`src/rtl/interrupt_acknowledge_sequencer_pkg.sv`:
```
// interrupt_acknowledge_sequencer_pkg: shared FSM states, level type and fixed-priority encoder
package interrupt_acknowledge_sequencer_pkg;
  typedef enum logic [1:0] {IDLE, ACK1, WAIT2, ACK2} state_t;
  typedef logic [2:0] level_t;
  typedef struct packed {
    logic   valid;
    level_t level;
  } prio_t;
  function automatic prio_t prio_encode(input logic [7:0] v);
    prio_t r;
    r.valid = 1'b0;
    r.level = '0;
    for (int i = 7; i >= 0; i--)
      if (v[i]) begin
        r.valid = 1'b1;
        r.level = level_t'(i);
      end
    return r;
  endfunction
endpackage

```
`src/rtl/interrupt_acknowledge_sequencer_if.sv`:
```
// interrupt_acknowledge_sequencer_if: request/mask/config inputs, INTA pin, INT/ISR/vector outputs
interface interrupt_acknowledge_sequencer_if;
  logic [7:0] interrupt_request_register;
  logic [7:0] interrupt_mask;
  logic       interrupt_acknowledge_n;
  logic       auto_eoi_config;
  logic [4:0] interrupt_vector_address;
  logic       end_of_interrupt;
  logic       specific_eoi;
  logic [2:0] eoi_level;
  logic       interrupt_to_cpu;
  logic       freeze;
  logic [7:0] clear_interrupt_request;
  logic [7:0] in_service_register;
  logic [7:0] data_bus_out;
  logic       data_bus_out_enable;
  modport master (
    output interrupt_request_register, interrupt_mask, interrupt_acknowledge_n, auto_eoi_config,
           interrupt_vector_address, end_of_interrupt, specific_eoi, eoi_level,
    input  interrupt_to_cpu, freeze, clear_interrupt_request, in_service_register,
           data_bus_out, data_bus_out_enable
  );
  modport slave (
    input  interrupt_request_register, interrupt_mask, interrupt_acknowledge_n, auto_eoi_config,
           interrupt_vector_address, end_of_interrupt, specific_eoi, eoi_level,
    output interrupt_to_cpu, freeze, clear_interrupt_request, in_service_register,
           data_bus_out, data_bus_out_enable
  );
endinterface

```
`src/rtl/interrupt_acknowledge_sequencer_priority_resolver.sv`:
```
// interrupt_acknowledge_sequencer_priority_resolver: lowest eligible level, valid only if above every in-service level
module interrupt_acknowledge_sequencer_priority_resolver
  import interrupt_acknowledge_sequencer_pkg::*;
(
  input  logic [7:0] eligible,
  input  logic [7:0] isr,
  output level_t     level,
  output logic       valid
);
  prio_t c, s;
  assign c = prio_encode(eligible);
  assign s = prio_encode(isr);
  assign level = c.level;
  assign valid = c.valid & (~s.valid | (c.level < s.level));
endmodule

```
`src/rtl/interrupt_acknowledge_sequencer.sv`:
```
// interrupt_acknowledge_sequencer: raises INT, runs the two-pulse 8086 INTA sequence, maintains ISR and EOI
module interrupt_acknowledge_sequencer
  import interrupt_acknowledge_sequencer_pkg::*;
#(
  parameter int INTA_TIMEOUT   = 16,
  parameter int SPURIOUS_LEVEL = 7
) (
  input logic clock,
  input logic reset,
  interrupt_acknowledge_sequencer_if.slave bus
);
  localparam int CW = $clog2(INTA_TIMEOUT) + 1;
  state_t        state_q, state_d;
  level_t        level_q, level_d, cand;
  logic          spur_q, spur_d, prev_q, int_q, int_d, freeze_q, freeze_d, oe_q, oe_d;
  logic          valid, fall, rise, load_vec;
  logic [CW-1:0] cnt_q, cnt_d;
  logic [7:0]    isr_q, isr_d, clear_q, dout_q, dout_d, set_v, aeoi_v, eoi_v;
  interrupt_acknowledge_sequencer_priority_resolver u_res (
    .eligible(bus.interrupt_request_register & ~bus.interrupt_mask),
    .isr     (isr_q),
    .level   (cand),
    .valid   (valid)
  );
  assign fall = prev_q & ~bus.interrupt_acknowledge_n;
  assign rise = ~prev_q & bus.interrupt_acknowledge_n;
  always_comb begin
    state_d  = state_q;
    level_d  = level_q;
    spur_d   = spur_q;
    cnt_d    = '0;
    load_vec = 1'b0;
    set_v    = '0;
    aeoi_v   = '0;
    case (state_q)
      IDLE: if (fall) begin
        state_d = ACK1;
        level_d = valid ? cand : level_t'(SPURIOUS_LEVEL);
        spur_d  = ~valid;
        set_v   = valid ? 8'd1 << cand : '0;
      end
      ACK1: if (rise) state_d = WAIT2;
      WAIT2: begin
        cnt_d = cnt_q + CW'(1);
        if (fall) begin
          state_d  = ACK2;
          load_vec = 1'b1;
        end else if (cnt_q == CW'(INTA_TIMEOUT - 1)) state_d = IDLE;
      end
      ACK2: if (rise) begin
        state_d = IDLE;
        aeoi_v  = (bus.auto_eoi_config & ~spur_q) ? 8'd1 << level_q : '0;
      end
      default: state_d = IDLE;
    endcase
    // isr & -isr isolates the lowest set bit for non-specific EOI; set is OR'd last so it wins
    eoi_v    = bus.end_of_interrupt ? (bus.specific_eoi ? 8'd1 << bus.eoi_level : isr_q & (~isr_q + 8'd1)) : '0;
    isr_d    = (isr_q & ~(eoi_v | aeoi_v)) | set_v;
    int_d    = (state_q == IDLE) ? valid : (state_q == ACK1 && !rise) ? int_q : 1'b0;
    freeze_d = state_d != IDLE;
    oe_d     = state_d == ACK2;
    dout_d   = load_vec ? {bus.interrupt_vector_address, level_q} : (state_d == ACK2 ? dout_q : '0);
  end
  always_ff @(posedge clock) begin
    if (reset) begin
      state_q  <= IDLE;
      level_q  <= '0;
      spur_q   <= 1'b0;
      cnt_q    <= '0;
      prev_q   <= 1'b1;
      int_q    <= 1'b0;
      freeze_q <= 1'b0;
      oe_q     <= 1'b0;
      isr_q    <= '0;
      clear_q  <= '0;
      dout_q   <= '0;
    end else begin
      state_q  <= state_d;
      level_q  <= level_d;
      spur_q   <= spur_d;
      cnt_q    <= cnt_d;
      prev_q   <= bus.interrupt_acknowledge_n;
      int_q    <= int_d;
      freeze_q <= freeze_d;
      oe_q     <= oe_d;
      isr_q    <= isr_d;
      clear_q  <= set_v;
      dout_q   <= dout_d;
    end
  end
  assign bus.interrupt_to_cpu        = int_q;
  assign bus.freeze                  = freeze_q;
  assign bus.clear_interrupt_request = clear_q;
  assign bus.in_service_register     = isr_q;
  assign bus.data_bus_out            = dout_q;
  assign bus.data_bus_out_enable     = oe_q;
endmodule

```
`src/flat_wrapper.sv`:
```
// flat-port wrapper written by rule: the top's interface ports become plain ports
module interrupt_acknowledge_sequencer_flat import interrupt_acknowledge_sequencer_pkg::*;
#(
  parameter int INTA_TIMEOUT   = 16,
  parameter int SPURIOUS_LEVEL = 7
)
  (clock, reset, bus_interrupt_request_register, bus_interrupt_mask, bus_interrupt_acknowledge_n, bus_auto_eoi_config, bus_interrupt_vector_address, bus_end_of_interrupt, bus_specific_eoi, bus_eoi_level, bus_interrupt_to_cpu, bus_freeze, bus_clear_interrupt_request, bus_in_service_register, bus_data_bus_out, bus_data_bus_out_enable);
  interrupt_acknowledge_sequencer_if bus_i ();
  input logic clock;
  input logic reset;
  input wire logic [$bits(bus_i.interrupt_request_register)-1:0] bus_interrupt_request_register;
  input wire logic [$bits(bus_i.interrupt_mask)-1:0] bus_interrupt_mask;
  input wire logic [$bits(bus_i.interrupt_acknowledge_n)-1:0] bus_interrupt_acknowledge_n;
  input wire logic [$bits(bus_i.auto_eoi_config)-1:0] bus_auto_eoi_config;
  input wire logic [$bits(bus_i.interrupt_vector_address)-1:0] bus_interrupt_vector_address;
  input wire logic [$bits(bus_i.end_of_interrupt)-1:0] bus_end_of_interrupt;
  input wire logic [$bits(bus_i.specific_eoi)-1:0] bus_specific_eoi;
  input wire logic [$bits(bus_i.eoi_level)-1:0] bus_eoi_level;
  output wire logic [$bits(bus_i.interrupt_to_cpu)-1:0] bus_interrupt_to_cpu;
  output wire logic [$bits(bus_i.freeze)-1:0] bus_freeze;
  output wire logic [$bits(bus_i.clear_interrupt_request)-1:0] bus_clear_interrupt_request;
  output wire logic [$bits(bus_i.in_service_register)-1:0] bus_in_service_register;
  output wire logic [$bits(bus_i.data_bus_out)-1:0] bus_data_bus_out;
  output wire logic [$bits(bus_i.data_bus_out_enable)-1:0] bus_data_bus_out_enable;
  assign bus_i.interrupt_request_register = bus_interrupt_request_register;
  assign bus_i.interrupt_mask = bus_interrupt_mask;
  assign bus_i.interrupt_acknowledge_n = bus_interrupt_acknowledge_n;
  assign bus_i.auto_eoi_config = bus_auto_eoi_config;
  assign bus_i.interrupt_vector_address = bus_interrupt_vector_address;
  assign bus_i.end_of_interrupt = bus_end_of_interrupt;
  assign bus_i.specific_eoi = bus_specific_eoi;
  assign bus_i.eoi_level = bus_eoi_level;
  assign bus_interrupt_to_cpu = bus_i.interrupt_to_cpu;
  assign bus_freeze = bus_i.freeze;
  assign bus_clear_interrupt_request = bus_i.clear_interrupt_request;
  assign bus_in_service_register = bus_i.in_service_register;
  assign bus_data_bus_out = bus_i.data_bus_out;
  assign bus_data_bus_out_enable = bus_i.data_bus_out_enable;
  interrupt_acknowledge_sequencer #(.INTA_TIMEOUT(INTA_TIMEOUT), .SPURIOUS_LEVEL(SPURIOUS_LEVEL)) u_core (.clock(clock), .reset(reset), .bus(bus_i));
endmodule
```
`config.mk`:
```
export PLATFORM = sky130hd
export DESIGN_NAME = interrupt_acknowledge_sequencer_flat
export DESIGN_NICKNAME = d
export VERILOG_FILES = /design/src/rtl/interrupt_acknowledge_sequencer_pkg.sv /design/src/rtl/interrupt_acknowledge_sequencer_if.sv /design/src/rtl/interrupt_acknowledge_sequencer_priority_resolver.sv /design/src/rtl/interrupt_acknowledge_sequencer.sv /design/src/flat_wrapper.sv
export SDC_FILE = /design/constraint.sdc
export NUM_CORES = 1
export LEC_CHECK = 0
export ABC_AREA = 1
export BUFFER_PORTS_ARGS = -buffer_cell sky130_fd_sc_hd__buf_2
export CAP_MARGIN = 10
export CORE_ASPECT_RATIO = 0.6
export CORE_UTILIZATION = 50
export CTS_CLUSTER_SIZE = 20
export DETAILED_ROUTE_END_ITERATION = 8
export PLACE_DENSITY = 0.74
export SKIP_CTS_REPAIR_TIMING = 1
export SYNTH_ARGS = -nofsm -noshare
export SYNTH_HDL_FRONTEND = slang
export SYNTH_HIERARCHICAL = 1
export SYNTH_SLANG_ARGS = --single-unit
export TNS_END_PERCENT = 10
```
`constraint.sdc`:
```
create_clock -name clock -period 5.9 [get_ports clock]
set_clock_uncertainty 0.15 [all_clocks]
set_input_delay 0.59 -clock clock [delete_from_list [all_inputs] [get_ports clock]]
set_output_delay 0.59 -clock clock [all_outputs]
set_load 0.005 [all_outputs]
```
# After elaboration in Yosys (flattened, before gate mapping)

Cells that the tools add are included.

RAM bits: 0
Memories: 0
ROM bits: 0
Input port bits: 30
Register bits: 39
Bits in latches: 0
Word-level logic and storage cells: 86
Output and inout port bits: 27

Reduce and logical (&&, ||, !) cells: 6
Bitwise logic cells: 19
Divide/modulo/power cells: 0
Magnitude comparators: 1
Multipliers: 0
Equality and inequality tests: 7
Shift operators: 3
Add/sub/neg operators: 2
Multiplexer cells: 37

Operators with widths:

| cell                  | count |
|---|---|
| $mux W8               | 10 |
| $mux W4               | 16 |
| $and A8 B8 Y8         | 3 |
| $not A8 Y8            | 3 |
| $shl A1 B3 Y8 const A | 3 |
| $or A8 B8 Y8          | 2 |
| $mux W2               | 5 |
| $add A8 B1 Y8 const B | 1 |
| $pmux W2 S4           | 1 |
| $eq A2 B2 Y1 const B  | 3 |
| $not A1 Y1            | 6 |
| $add A5 B1 Y5 const B | 1 |
| $eq A5 B4 Y1 const B  | 1 |
| $and A1 B1 Y1         | 4 |
| $mux W1               | 4 |
| $lt A3 B3 Y1          | 1 |
| $mux W3               | 1 |
| $eq A2 B1 Y1 const B  | 1 |
| $logic_not A2 Y1      | 1 |
| $ne A2 B1 Y1 const B  | 1 |
| $ne A2 B2 Y1 const B  | 1 |
| $reduce_and A2 Y1     | 1 |
| $reduce_bool A2 Y1    | 1 |
| $reduce_or A2 Y1      | 1 |
| 3 further kinds       | 3 |

# Longest topological paths before layout

Gate-level depths: netlist (run 1).

Word-level depth: 17
Depth in mapped cells: 20
Gate-level depth less buffers: 20

# Hierarchy

The synthesis (run 1) kept the hierarchy.

Modules (own cells, without submodules):

| module                                            | seq. area each (µm²) | cells an instance | times used | area each (µm²) |
|---|---|---|---|---|
| interrupt_acknowledge_sequencer                   | 780.7                | 263               | 1          | 1826.8 |
| interrupt_acknowledge_sequencer_priority_resolver | 0.0                  | 54                | 1          | 250.2 |

# Worst setup path before layout (run 1)

No wires, ideal clock.

Kind: input -> register
Start point: input port bus_interrupt_request_register[7]
End point: register u_core.isr_q[3], in the netlist u_core/bus.in_service_register[3]
Data arrival time: 2309 ps
Cell stages on the path: 18
Path buffers: 0
Setup time: 58 ps
Data required time: 5692 ps
Setup slack: 3383 ps
Path through: inv_1 > nor2_1 > nor2_1 > nor3_1 > nor3_1 > nor3_1 > ha_1 > nand2_1 > inv_1 > nand2_1 > nand2_1 > a21oi_2 > nand2_4 > nor2_4 > inv_2 > nor2_4 > inv_1 > nand2_1

Cells in the longest elaborated chain, start to end: 16
Elaborated cells on any way between the ends: 17
Classes of those cells: order compare (1); shift (1); mux (11); bitwise (4)

Ends and longest elaborated chain:

| element              | RTL line                                                | source |
|---|---|---|
| from (decl)          | flat_wrapper.sv:11                                      | `input wire logic [$bits(bus_i.interrupt_request_register)-1:0] bus_interrupt_request_register;` |
| $and A8 B8 Y8        | interrupt_acknowledge_sequencer.sv:20                   | `.eligible(bus.interrupt_request_register & ~bus.interrupt_mask),` |
| $mux W4 (8 in a row) | interrupt_acknowledge_sequencer_pkg.sv:14               | `if (v[i]) begin` |
| via u_core.cand[1]   | interrupt_acknowledge_sequencer.sv:14                   | `level_t level_q, level_d, cand;` |
| $lt A3 B3 Y1         | interrupt_acknowledge_sequencer_priority_resolver.sv:14 | `assign valid = c.valid & (~s.valid \| (c.level < s.level));` |
| $or A1 B1 Y1         | interrupt_acknowledge_sequencer_priority_resolver.sv:14 |  |
| $and A1 B1 Y1        | interrupt_acknowledge_sequencer_priority_resolver.sv:14 |  |
| via u_core.valid     | interrupt_acknowledge_sequencer.sv:16                   | `logic valid, fall, rise, load_vec;` |
| $mux W8              | interrupt_acknowledge_sequencer.sv:40                   | `set_v = valid ? 8'd1 << cand : '0;` |
| $mux W8              | interrupt_acknowledge_sequencer.sv:36                   | `IDLE: if (fall) begin` |
| $mux W8              | interrupt_acknowledge_sequencer.sv:35                   | `case (state_q)` |
| $or A8 B8 Y8         | interrupt_acknowledge_sequencer.sv:58                   | `isr_d = (isr_q & ~(eoi_v \| aeoi_v)) \| set_v;` |
| to (signal assigned) | interrupt_acknowledge_sequencer.sv:86                   | `isr_q <= isr_d;` |
| to (decl)            | interrupt_acknowledge_sequencer.sv:18                   | `logic [7:0] isr_q, isr_d, clear_q, dout_q, dout_d, set_v, aeoi_v, eoi_v;` |

The timed path passes the listed nets, and every way through them passes these cells.
A chain may end at the register's enable or synchronous reset.

# Worst setup path in the final report (run 1)

Start point: input port bus_interrupt_mask[6]
End point: register u_core.isr_q[4], in the netlist u_core/bus.in_service_register[4]

Cells in the longest elaborated chain, start to end: 16
Elaborated cells on any way between the ends: 17
Classes of those cells: order compare (1); shift (1); mux (10); bitwise (5)

Ends and longest elaborated chain:

| element              | RTL line                                                | source |
|---|---|---|
| from (decl)          | flat_wrapper.sv:12                                      | `input wire logic [$bits(bus_i.interrupt_mask)-1:0] bus_interrupt_mask;` |
| $not A8 Y8           | interrupt_acknowledge_sequencer.sv:20                   |  |
| $and A8 B8 Y8        | interrupt_acknowledge_sequencer.sv:20                   |  |
| $mux W4 (7 in a row) | interrupt_acknowledge_sequencer_pkg.sv:14               |  |
| via u_core.cand[1]   | interrupt_acknowledge_sequencer.sv:14                   |  |
| $lt A3 B3 Y1         | interrupt_acknowledge_sequencer_priority_resolver.sv:14 |  |
| $or A1 B1 Y1         | interrupt_acknowledge_sequencer_priority_resolver.sv:14 |  |
| $and A1 B1 Y1        | interrupt_acknowledge_sequencer_priority_resolver.sv:14 |  |
| via u_core.valid     | interrupt_acknowledge_sequencer.sv:16                   |  |
| $mux W8              | interrupt_acknowledge_sequencer.sv:40                   |  |
| $mux W8              | interrupt_acknowledge_sequencer.sv:36                   |  |
| $mux W8              | interrupt_acknowledge_sequencer.sv:35                   |  |
| $or A8 B8 Y8         | interrupt_acknowledge_sequencer.sv:58                   |  |

The timed path passes the listed nets, and every way through them passes these cells.

==> results of run 1 <==
-- state kept, by name, summed over array words and instances (netlist names) --
name,cells
u_core/bus.clear_interrupt_request,8
u_core/spur_q,1
u_core/state_q,2
u_core/cnt_q,5
u_core/bus.freeze,1
u_core/bus.in_service_register,8
u_core/bus.interrupt_to_cpu,1
u_core/bus.data_bus_out,8
u_core/level_q,3
u_core/prev_q,1
u_core/bus.data_bus_out_enable,1
-- path summary, 6_finish.rpt --
path | slack [ns] | start | end
worst min-delay path | 0.30 | u_core/cnt_q[0]$_SDFF_PP0_ | u_core/cnt_q[0]$_SDFF_PP0_
worst max-delay path | 3.23 | bus_interrupt_mask[6] | u_core/bus.in_service_register[4]$_SDFF_PP0_
worst min register to register | 0.30 | u_core/cnt_q[0]$_SDFF_PP0_ | u_core/cnt_q[0]$_SDFF_PP0_
worst max register to register | 3.45 | u_core/bus.in_service_register[7]$_SDFF_PP0_ | u_core/bus.in_service_register[4]$_SDFF_PP0_
-- Yosys cell counts --
cell type / count / area, µm²
a21oi_2: 2 / 17.52
nor3b_2: 1 / 12.51
nand4_1: 10 / 62.56
ha_1: 4 / 50.05
nor4_1: 1 / 6.260
nand2_1: 55 / 206.5
clkinv_1: 1 / 3.750
buf_2: 2 / 10.01
nand2_2: 1 / 6.260
dfxtp_1: 39 / 780.8
nand3b_1: 1 / 7.510
nor2_1: 44 / 165.2
inv_1: 60 / 225.2
o31ai_1: 1 / 7.510
nor3_1: 6 / 30.03
inv_2: 6 / 22.52
nor2_4: 6 / 67.56
o21ai_0: 12 / 60.06
nand3_1: 38 / 190.2
buf_4: 1 / 7.510
nand2_4: 1 / 11.26
clkbuf_1: 3 / 11.26
o211ai_1: 1 / 7.510
or2_2: 1 / 6.260
a31oi_1: 1 / 6.260
o21ai_1: 2 / 10.01
a21oi_1: 17 / 85.08
-- logic make-up after synthesis --
| kind of cell | Yosys count |
|---|---|
| buf+inv | 73 |
| simple gates | 165 |
| flops | 39 |
| compound gates | 36 |
| fa+ha+maj | 4 |
-- stage by stage --
stage | power, mW | cells | setup WS (ns) | cell area (µm²) | util, %
floorplan | 0.3494 | 317 | 3.383 | 2077 | -
global placement | 0.3775 | 414 | 3.140 | 2387 | 62.35
detailed placement | 0.3796 | 414 | 2.987 | 2387 | 62.35
CTS | 0.5728 | 422 | 3.259 | 2487 | 64.97
global route | 0.5958 | 422 | 3.026 | 2487 | 64.97
finish | 0.5706 | 422 | 3.228 | 2487 | 64.97
-- report_power, final --
part,internal (mW),switching (mW)
clock network,0.107,0.0882
registers,0.272,0.00961
logic,0.0340,0.0603
-- final cells by class --
| class | instances | area (µm²) |
|---|---|---|
| Inverter | 67 | 251.5 |
| Clock buffer | 8 | 100.1 |
| Timing Repair Buffer | 56 | 280.3 |
| Fill cell | 366 | 1341 |
| Multi-Input combinational cell | 205 | 1016 |
| Tap cell | 47 | 58.81 |
| Sequential cell | 39 | 780.7 |
-- routing by layer --
metal,vias up,part of all wire [%],GRT usage [%]
met2,78,40,37.37
met5,-,0,0
met3,6,7.1,6.508
li1,1111,-,-
met1,923,52,36.12
met4,0,0.72,6.780
-- worst max-delay path, cell delays in order --
cell,delay (ns)
buf_2,0.10
nor2_1,0.15
nor2_1,0.09
nor3_1,0.16
nor3_1,0.07
nor3_1,0.37
ha_1,0.31
nand2_1,0.07
inv_1,0.04
nand2_1,0.05
nand2_1,0.05
a21oi_2,0.21
nand2_4,0.10
nor2_4,0.14
nand2_1,0.13
o21ai_0,0.10
-- cell usage in the layout, fill, tap and decap left out, drive strengths merged --
cell type  Yosys  routed
buf            3      56
nand2         57      57
inv           66      66
ha             4       4
clkinv         1       1
clkbuf         3       8
nor3           6       6
nand3b         1       1
o21ai         14      14
a21oi         19      19
or2            1       1
nand4         10      10
dfxtp         39      39
nor3b          1       1
a31oi          1       1
o211ai         1       1
nor2          50      50
o31ai          1       1
nor4           1       1
nand3         38      38
==> results.toml, run 1 <==
[yosys]
ys_seq_area_share_pct = 37.59
syn_inst = 317
synth_compound_area_share_pct = 9.337
yosys.cell_types.count = 27
yosys.area_share.simple_pct = 37.17
synth_top_family_by_area = "simple AND/OR/NAND/NOR gates"
synth_mux_area_share_pct = 0
synth_area_um2 = 2077
synth_xor_area_share_pct = 0
post_synth_fa_ha_maj_area_fraction_pct = 2.410
yosysWarnings = 6
synth_nets = 351
ys_ff_latch = 39
syn_avg_cell_area_um2 = 6.552

[setup_path]
startpoint_type = "input pin"
cp-end-kind = "flip-flop"
crit_type = "input pin to flip-flop"
rr_worst_depth = 13
cp_max_fo = 4
arrival_ns = 2.74
crit_required_ns = 5.96

[clocking]
clk_latency_ns = 0.29
cts_sinks = 39
cts_buffers = 5
clockRootBuffer = "clkbuf_8"
clock_path_buffers = 2
path_clk_slew_ns = 0.07
cts_tree = "built"
htree_levels = 2

[global_route]
grt_pass1_wl_mm = 8.376
grt_usage_pct = 25.17
grt_pass1_vias = 1863
grt_max_degree = 22
overflow = 0
antenna_found_initial = 0

[floorplanning]
rows = 17
die_w_um = 85.21
dieArea_um2 = 4424
pin_count = 57
start_util_pct = 54.25
core_area_um2 = 3829
die_y_um = 51.93

[sta]
relSlewSlack_pct = 68.77
slew_violations = 0
max_freq_mhz = 374.2
whs_ns = 0.2952
hold_viol = 0
setup_violations = 0
fin_tns_setup_ns = 0
worst_pin_slew_ns = 0.4648
finalCriticalPeriod_ns = 2.672
period_share_pct = 45.29
rsz0062_at_grt = "no"

[min_path]
hold_depth = 1
hp-class = "flip-flop to flip-flop"

[layout]
layout.nets = 408
antenna_cells = 0
drive_above_1_share_pct = 21.60
syn_to_final_growth_pct = 19.76

[run_status]
outcome = "completed"

[drt]
vias = 2118
wl_mm = 4.992
post_drt_wl_per_cell_um = 11.83
drtPass1Iterations = 5
ant_nets = 0
drtIter0Drc = 176
drt-vias-per-instance = 5.019
remaining_drc_errors = 0

[pwr]
peakVddDrop_mv = 0.1452
leakagePower_nw = 1.279
power_density_nw_per_um2 = 229.4

[placed_design]
place_congestion = 0.9610
dp_hpwl_mm = 3.835
io_buffers = 56

[run]
drv_cap = 0
(Power assumes the default switching activity.)
==> run 2, diff against run 1 <==
--- a/config.mk
+++ b/config.mk
@@ -5,14 +5,14 @@
 export SDC_FILE = /design/constraint.sdc
 export NUM_CORES = 1
 export LEC_CHECK = 0
-export ABC_AREA = 1
+export ABC_AREA = 0
 export BUFFER_PORTS_ARGS = -buffer_cell sky130_fd_sc_hd__buf_2
 export CAP_MARGIN = 10
 export CORE_ASPECT_RATIO = 0.6
-export CORE_UTILIZATION = 50
+export CORE_UTILIZATION = 46
 export CTS_CLUSTER_SIZE = 20
 export DETAILED_ROUTE_END_ITERATION = 8
-export PLACE_DENSITY = 0.74
+export PLACE_DENSITY = 0.72
 export SKIP_CTS_REPAIR_TIMING = 1
 export SYNTH_ARGS = -nofsm -noshare
 export SYNTH_HDL_FRONTEND = slang
==> constraint.sdc (replaced) <==
create_clock -name clock -period 2.3 [get_ports clock]
set_clock_uncertainty 0.15 [all_clocks]
set_input_delay 0.23 -clock clock [delete_from_list [all_inputs] [get_ports clock]]
set_output_delay 0.23 -clock clock [all_outputs]
set_load 0.005 [all_outputs]
==> run 2 against run 1 <==
The flow now finishes with violations (DRC, setup timing). Sequential power rose to 2.6 times the previous value. Via count fell by 12%. Sequential cell count did not move. Die area fell by 0.83%. Worst setup slack got worse by 3.5 ns. Total power rose to 2.6 times the previous value. Wire length fell by 5.2%. Area after synthesis fell by 8.8%. First-iteration DRC count fell by 51%. Clock-buffer cell count fell by 1. Non-clock buffer count rose by 26. Synthesized cell count fell by 34%. Largest power group unchanged.
==> results.toml, run 2 <==
[run_status]
outcome = "finished with violations"
violations = "DRC, setup timing"

[pwr]
power.total_mw = 1.473
leakagePower_nw = 1.168
power_density_nw_per_um2 = 575.2
peakVddDrop_mv = 0.3180

[sta]
slew_violations = 0
setup_slack_ns = -0.2474
finalCriticalPeriod_ns = 2.547
worst_pin_slew_ns = 0.6291
relSlewSlack_pct = 57.89
rsz0062_at_grt = "yes"
hold_viol = 0
max_freq_mhz = 392.6
setup_violations = 20
period_share_pct = 110.8

[run]
drv_cap = 0

[drt]
drtIter0Drc = 86
remaining_drc_errors = 5
drt-vias-per-instance = 5.444
drtPass1Iterations = 9
wl_mm = 4.732
vias = 1862
post_drt_wl_per_cell_um = 13.84
ant_nets = 0

[floorplanning]
dieArea_um2 = 4387
rows = 17
pin_count = 57
core_area_um2 = 3807
die_y_um = 51.71
die_w_um = 84.85
start_util_pct = 49.75

[global_route]
met1_usage_pct = 36.72
antenna_found_initial = 0
top_usage_layer = "met1"
gr-usage-met2_pct = 30.49
grt_pass1_wl_mm = 7.769
grt_pass1_vias = 1591
overflow = 0
use_met3_pct = 5.556
grt_usage_pct = 23.33
grt_max_degree = 23

[min_path]
hp-class = "input pin to flip-flop"

[yosys]
syn_avg_cell_area_um2 = 9.021
yosysTopAreaCellShare_pct = 41.22
synth-edff-count = 0
synthMostInstantiatedCell = "dfxtp_1"
yosysWarnings = 6
ys.flop_type = "dfxtp_1"
synth_nets = 244
yosys.area_share.simple_pct = 32.10
yosys-top-cells-area = "dfxtp_1 41%, nor2_1 5.2%, nor2b_1 4.6%"
synth_xor_area_share_pct = 0.9247
post_synth_fa_ha_maj_area_fraction_pct = 2.642
async_flop_share_pct = 0
synth_compound_area_share_pct = 18.96
yosys-top-cells-count = "39 x dfxtp_1, 26 x nor2_1, 14 x inv_1, 14 x nor2b_1, 11 x nor3_1"
ys_ff_latch = 39
syn_inst = 210
synth_top_family_by_area = "simple AND/OR/NAND/NOR gates"
synth_area_um2 = 1894
yosys.cell_types.count = 55
ys_seq_area_share_pct = 41.22
yosysTopAreaCell = "dfxtp_1"
synth_mux_area_share_pct = 0

[placed_design]
io_buffers = 56
place_congestion = 0.8987
dp_hpwl_mm = 3.646
placed_area_um2 = 2422
pre_cts_ws_ns = -0.4606
dp_cells = 333

[clocking]
clockRootBuffer = "clkbuf_8"
path_clk_slew_ns = 0.07
htree_levels = 2
cts_tree = "built"
clock_path_buffers = 2
cts_buffers = 5
cts_sinks = 39
clk_latency_ns = 0.29

[setup_path]
critical_path_depth = 9
crit_type = "flip-flop to flip-flop"
rr_worst_depth = 9
arrival_ns = 2.64
r2r-end = "u_core/bus.in_service_register[1]$_SDFF_PP0_"
path_cells = "nor4_4, o41ai_2, ha_1, a21o_1, a222oi_1, buf_4, nand3b_4, nor3_2, a21o_1"
path_delay_family = "compound AO/OA/AOI/OAI gates"
crit_end = "u_core/bus.in_service_register[1]$_SDFF_PP0_"
r2r-start = "u_core/bus.in_service_register[3]$_SDFF_PP0_"
worst-path-buf-inv = 1
crit_required_ns = 2.39
cp-end-kind = "flip-flop"
r2r_slack_ns = -0.25
cp_common_cell = "a21o_1"
startpoint_type = "flip-flop"
cp-startpoint = "u_core/bus.in_service_register[3]$_SDFF_PP0_"
cpPeakStageDelay_ns = 0.34
cp_slowest_cell = "a222oi_1"
cp_max_fo = 5

[layout]
final_cell_mix = "56 x buf_2, 38 x dfxtp_1, 26 x buf_4"
drive_above_1_share_pct = 38.64
syn_to_final_growth_pct = 35.14
antenna_cells = 0
design_area_um2 = 2560
final_cells = 342
layout.nets = 328
mostFrequentLayoutCell = "buf_2"
==> run 2: worst min-delay path by stage <==
| stage | slack (ns) | startpoint | endpoint | cells after the start |
|---|---|---|---|---|
| global placement | 0.29 | u_core/cnt_q[0]$_SDFF_PP0_ | u_core/cnt_q[0]$_SDFF_PP0_ | 1 |
| finish | 0.03 | bus_interrupt_vector_address[1] | u_core/bus.data_bus_out[4]$_SDFFE_PP0P_ | 3 |
| global route | 0.05 | bus_interrupt_vector_address[2] | u_core/bus.data_bus_out[5]$_SDFFE_PP0P_ | 3 |
| floorplan | 0.16 | reset | u_core/bus.clear_interrupt_request[4]$_SDFF_PP0_ | 1 |
| detailed placement | 0.30 | u_core/cnt_q[0]$_SDFF_PP0_ | u_core/cnt_q[0]$_SDFF_PP0_ | 1 |
| CTS | 0.03 | bus_interrupt_vector_address[1] | u_core/bus.data_bus_out[4]$_SDFFE_PP0P_ | 3 |
==> run 2: report_power, final <==
part | switching, mW | total, mW | internal, mW | leakage (nW)
combinational | 0.155 | 0.308 | 0.152 | 0.809
clock | 0.231 | 0.444 | 0.213 | 0.0422
sequential | 0.0232 | 0.721 | 0.698 | 0.317
==> run 2: cell type report <==
class	instances	area, µm²
well taps	47	58.81
multi-input cells	152	1110
repair buffers	82	475.5
fillers	341	1247
inverters	14	52.55
flip-flops and latches	39	782.0
clock inverters	1	5.005
clock buffers	7	76.32
==> run 2: tightest hold or removal path, stage by stage <==
cell	delay, ns
buf_2	0.08
a22oi_1	0.06
nor2_1	0.07
==> run 2: cells by family after synthesis <==
kind of cell    Yosys count
fa+ha+maj                 4
compound gates           48
flops                    39
simple gates             98
buf+inv                  19
xor+xnor                  2
==> run 2: per-stage QoR <==
stage / TNS [ns] / utilization, % / hold slack, ns
floorplan: -8.155 / - / 0.1597
finish: -2.870 / 67.24 / 0.03307
detailed placement: -7.273 / 63.62 / 0.2965
CTS: -2.515 / 65.76 / 0.03328
global route: -4.777 / 67.24 / 0.04738
global placement: -5.629 / 63.62 / 0.2860
==> run 2: per-layer routing <==
metal / routed length [µm] / vias to the layer above
met5: 0 / -
met4: 10 / 0
met3: 434 / 2
met2: 1671 / 72
met1: 2615 / 847
li1: - / 941
==> run 3, diff against run 2 <==
--- a/config.mk
+++ b/config.mk
@@ -9,10 +9,10 @@
 export BUFFER_PORTS_ARGS = -buffer_cell sky130_fd_sc_hd__buf_2
 export CAP_MARGIN = 10
 export CORE_ASPECT_RATIO = 0.6
-export CORE_UTILIZATION = 46
+export CORE_UTILIZATION = 35
 export CTS_CLUSTER_SIZE = 20
 export DETAILED_ROUTE_END_ITERATION = 8
-export PLACE_DENSITY = 0.72
+export PLACE_DENSITY = 0.57
 export SKIP_CTS_REPAIR_TIMING = 1
 export SYNTH_ARGS = -nofsm -noshare
 export SYNTH_HDL_FRONTEND = slang
==> run 3 against run 2 <==
The run ends with setup timing left. Worst hold slack better by 0.0064 ns. Clock-buffer cell count stayed put. Wire length is 5.4% higher. Critical path depth stayed put. Total power is 0.12% lower. Die area is 30% higher. Utilization is 17 points lower. Sequential cell count stayed put. Design area is 1.4% higher.
==> results.toml, run 3 (synthesized netlist as in run 2, its figures left out) <==
[pwr]
power.total_mw = 1.471
peakVddDrop_mv = 0.2274
power_density_nw_per_um2 = 566.8
leakagePower_nw = 1.177

[floorplanning]
die_y_um = 58.99
core_area_um2 = 5130
dieArea_um2 = 5720
die_w_um = 96.98
pin_count = 57
start_util_pct = 36.93
rows = 20

[setup_path]
cp_max_fo = 5
startpoint_type = "flip-flop"
cp_slowest_cell = "dfxtp_2"
arrival_ns = 2.56
rr_worst_depth = 9
cpPeakStageDelay_ns = 0.34
path_cells = "nor4_4, o41ai_2, ha_1, a21o_1, a222oi_1, buf_4, nand3b_4, nor3_2, a21o_1"
crit_required_ns = 2.39
cp-end-kind = "flip-flop"
crit_type = "flip-flop to flip-flop"
cp_common_cell = "a21o_1"

[drt]
ant_nets = 0
wl_mm = 4.989
remaining_drc_errors = 0
drtPass1Iterations = 4
post_drt_wl_per_cell_um = 13.78
vias = 1845
drtIter0Drc = 101
drt-vias-per-instance = 5.097

[clocking]
cts_sinks = 39
htree_levels = 2
cts_buffers = 5
clock_path_buffers = 2
cts_tree = "built"
clockRootBuffer = "clkbuf_8"
path_clk_slew_ns = 0.07
clk_latency_ns = 0.29

[global_route]
grt_pass1_vias = 1626
antenna_found_initial = 0
grt_pass1_wl_mm = 7.928
grt_usage_pct = 17.52
grt_max_degree = 23
overflow = 0

[run_status]
violations = "setup timing"
outcome = "finished with violations"

[sta]
slew_violations = 0
hold_viol = 0
relSlewSlack_pct = 56.00
period_share_pct = 107.6
max_freq_mhz = 404.1
rsz0062_at_grt = "yes"
setup_violations = 18
worst_pin_slew_ns = 0.6573
setup_slack_ns = -0.1744
finalCriticalPeriod_ns = 2.474

[min_path]
hp-class = "input pin to flip-flop"
hold_depth = 3

[layout]
antenna_cells = 0
layout.nets = 329
final_cell_mix = "56 x buf_2, 38 x dfxtp_1, 27 x buf_4"
final_cells = 362
drive_above_1_share_pct = 39.19
mostFrequentLayoutCell = "buf_2"
fin_util_pct = 50.59
syn_to_final_growth_pct = 36.99
design_area_um2 = 2595

[placed_design]
dp_cells = 353
place_congestion = 0.7958
io_buffers = 56
dp_hpwl_mm = 3.728
placed_area_um2 = 2454

[run]
drv_cap = 0
## run 3: final cells by class
| class | count | area (µm²) |
|---|---|---|
| clock buffer | 7 | 76.32 |
| timing repair buffer | 83 | 483.0 |
| fill | 499 | 2535 |
| clock inverter | 1 | 5.005 |
| tap | 66 | 82.58 |
| sequential | 39 | 782.0 |
| multi-input combinational | 152 | 1114 |
| inverter | 14 | 52.55 |
## run 3: path summary, 6_finish.rpt
kind | startpoint | to | slack [ns]
hold reg to reg | u_core/cnt_q[0]$_SDFF_PP0_ | u_core/cnt_q[0]$_SDFF_PP0_ | 0.31
setup reg to reg | u_core/bus.in_service_register[0]$_SDFF_PP0_ | u_core/bus.in_service_register[1]$_SDFF_PP0_ | -0.17
setup / recovery | u_core/bus.in_service_register[0]$_SDFF_PP0_ | u_core/bus.in_service_register[1]$_SDFF_PP0_ | -0.17
hold / removal | bus_interrupt_vector_address[0] | u_core/bus.data_bus_out[3]$_SDFFE_PP0P_ | 0.04
## run 3: layer usage
layer  GRT usage, %  wire length (µm)
met1          29.21              2937
met2          21.13              1688
met3          4.127               349
met4          4.264                14
met5              0                 0
## run 3: critical path: cells and delay by family, from the launching register on
| family | cells | cell delay, ns |
|---|---|---|
| compound gates | 4 | 0.70 |
| fa+ha+maj | 1 | 0.30 |
| buf+inv | 1 | 0.21 |
| flops | 1 | 0.34 |
| simple gates | 3 | 0.72 |
## run 3: stage by stage
step                setup WS [ns]  TNS (ns)  hold WS [ns]
finish                    -0.1744    -2.057       0.03947
global route              -0.3188    -4.764       0.04790
CTS                       -0.2528    -2.360       0.03857
detailed placement        -0.4441    -6.258        0.2978
global placement          -0.3302    -4.750        0.2821
floorplan                 -0.5555    -8.155        0.1597
## run 3: power by group
part           internal, mW  switching, mW
Clock                 0.213          0.237
Combinational         0.145          0.156
Sequential            0.697         0.0228
Total                  1.06          0.416
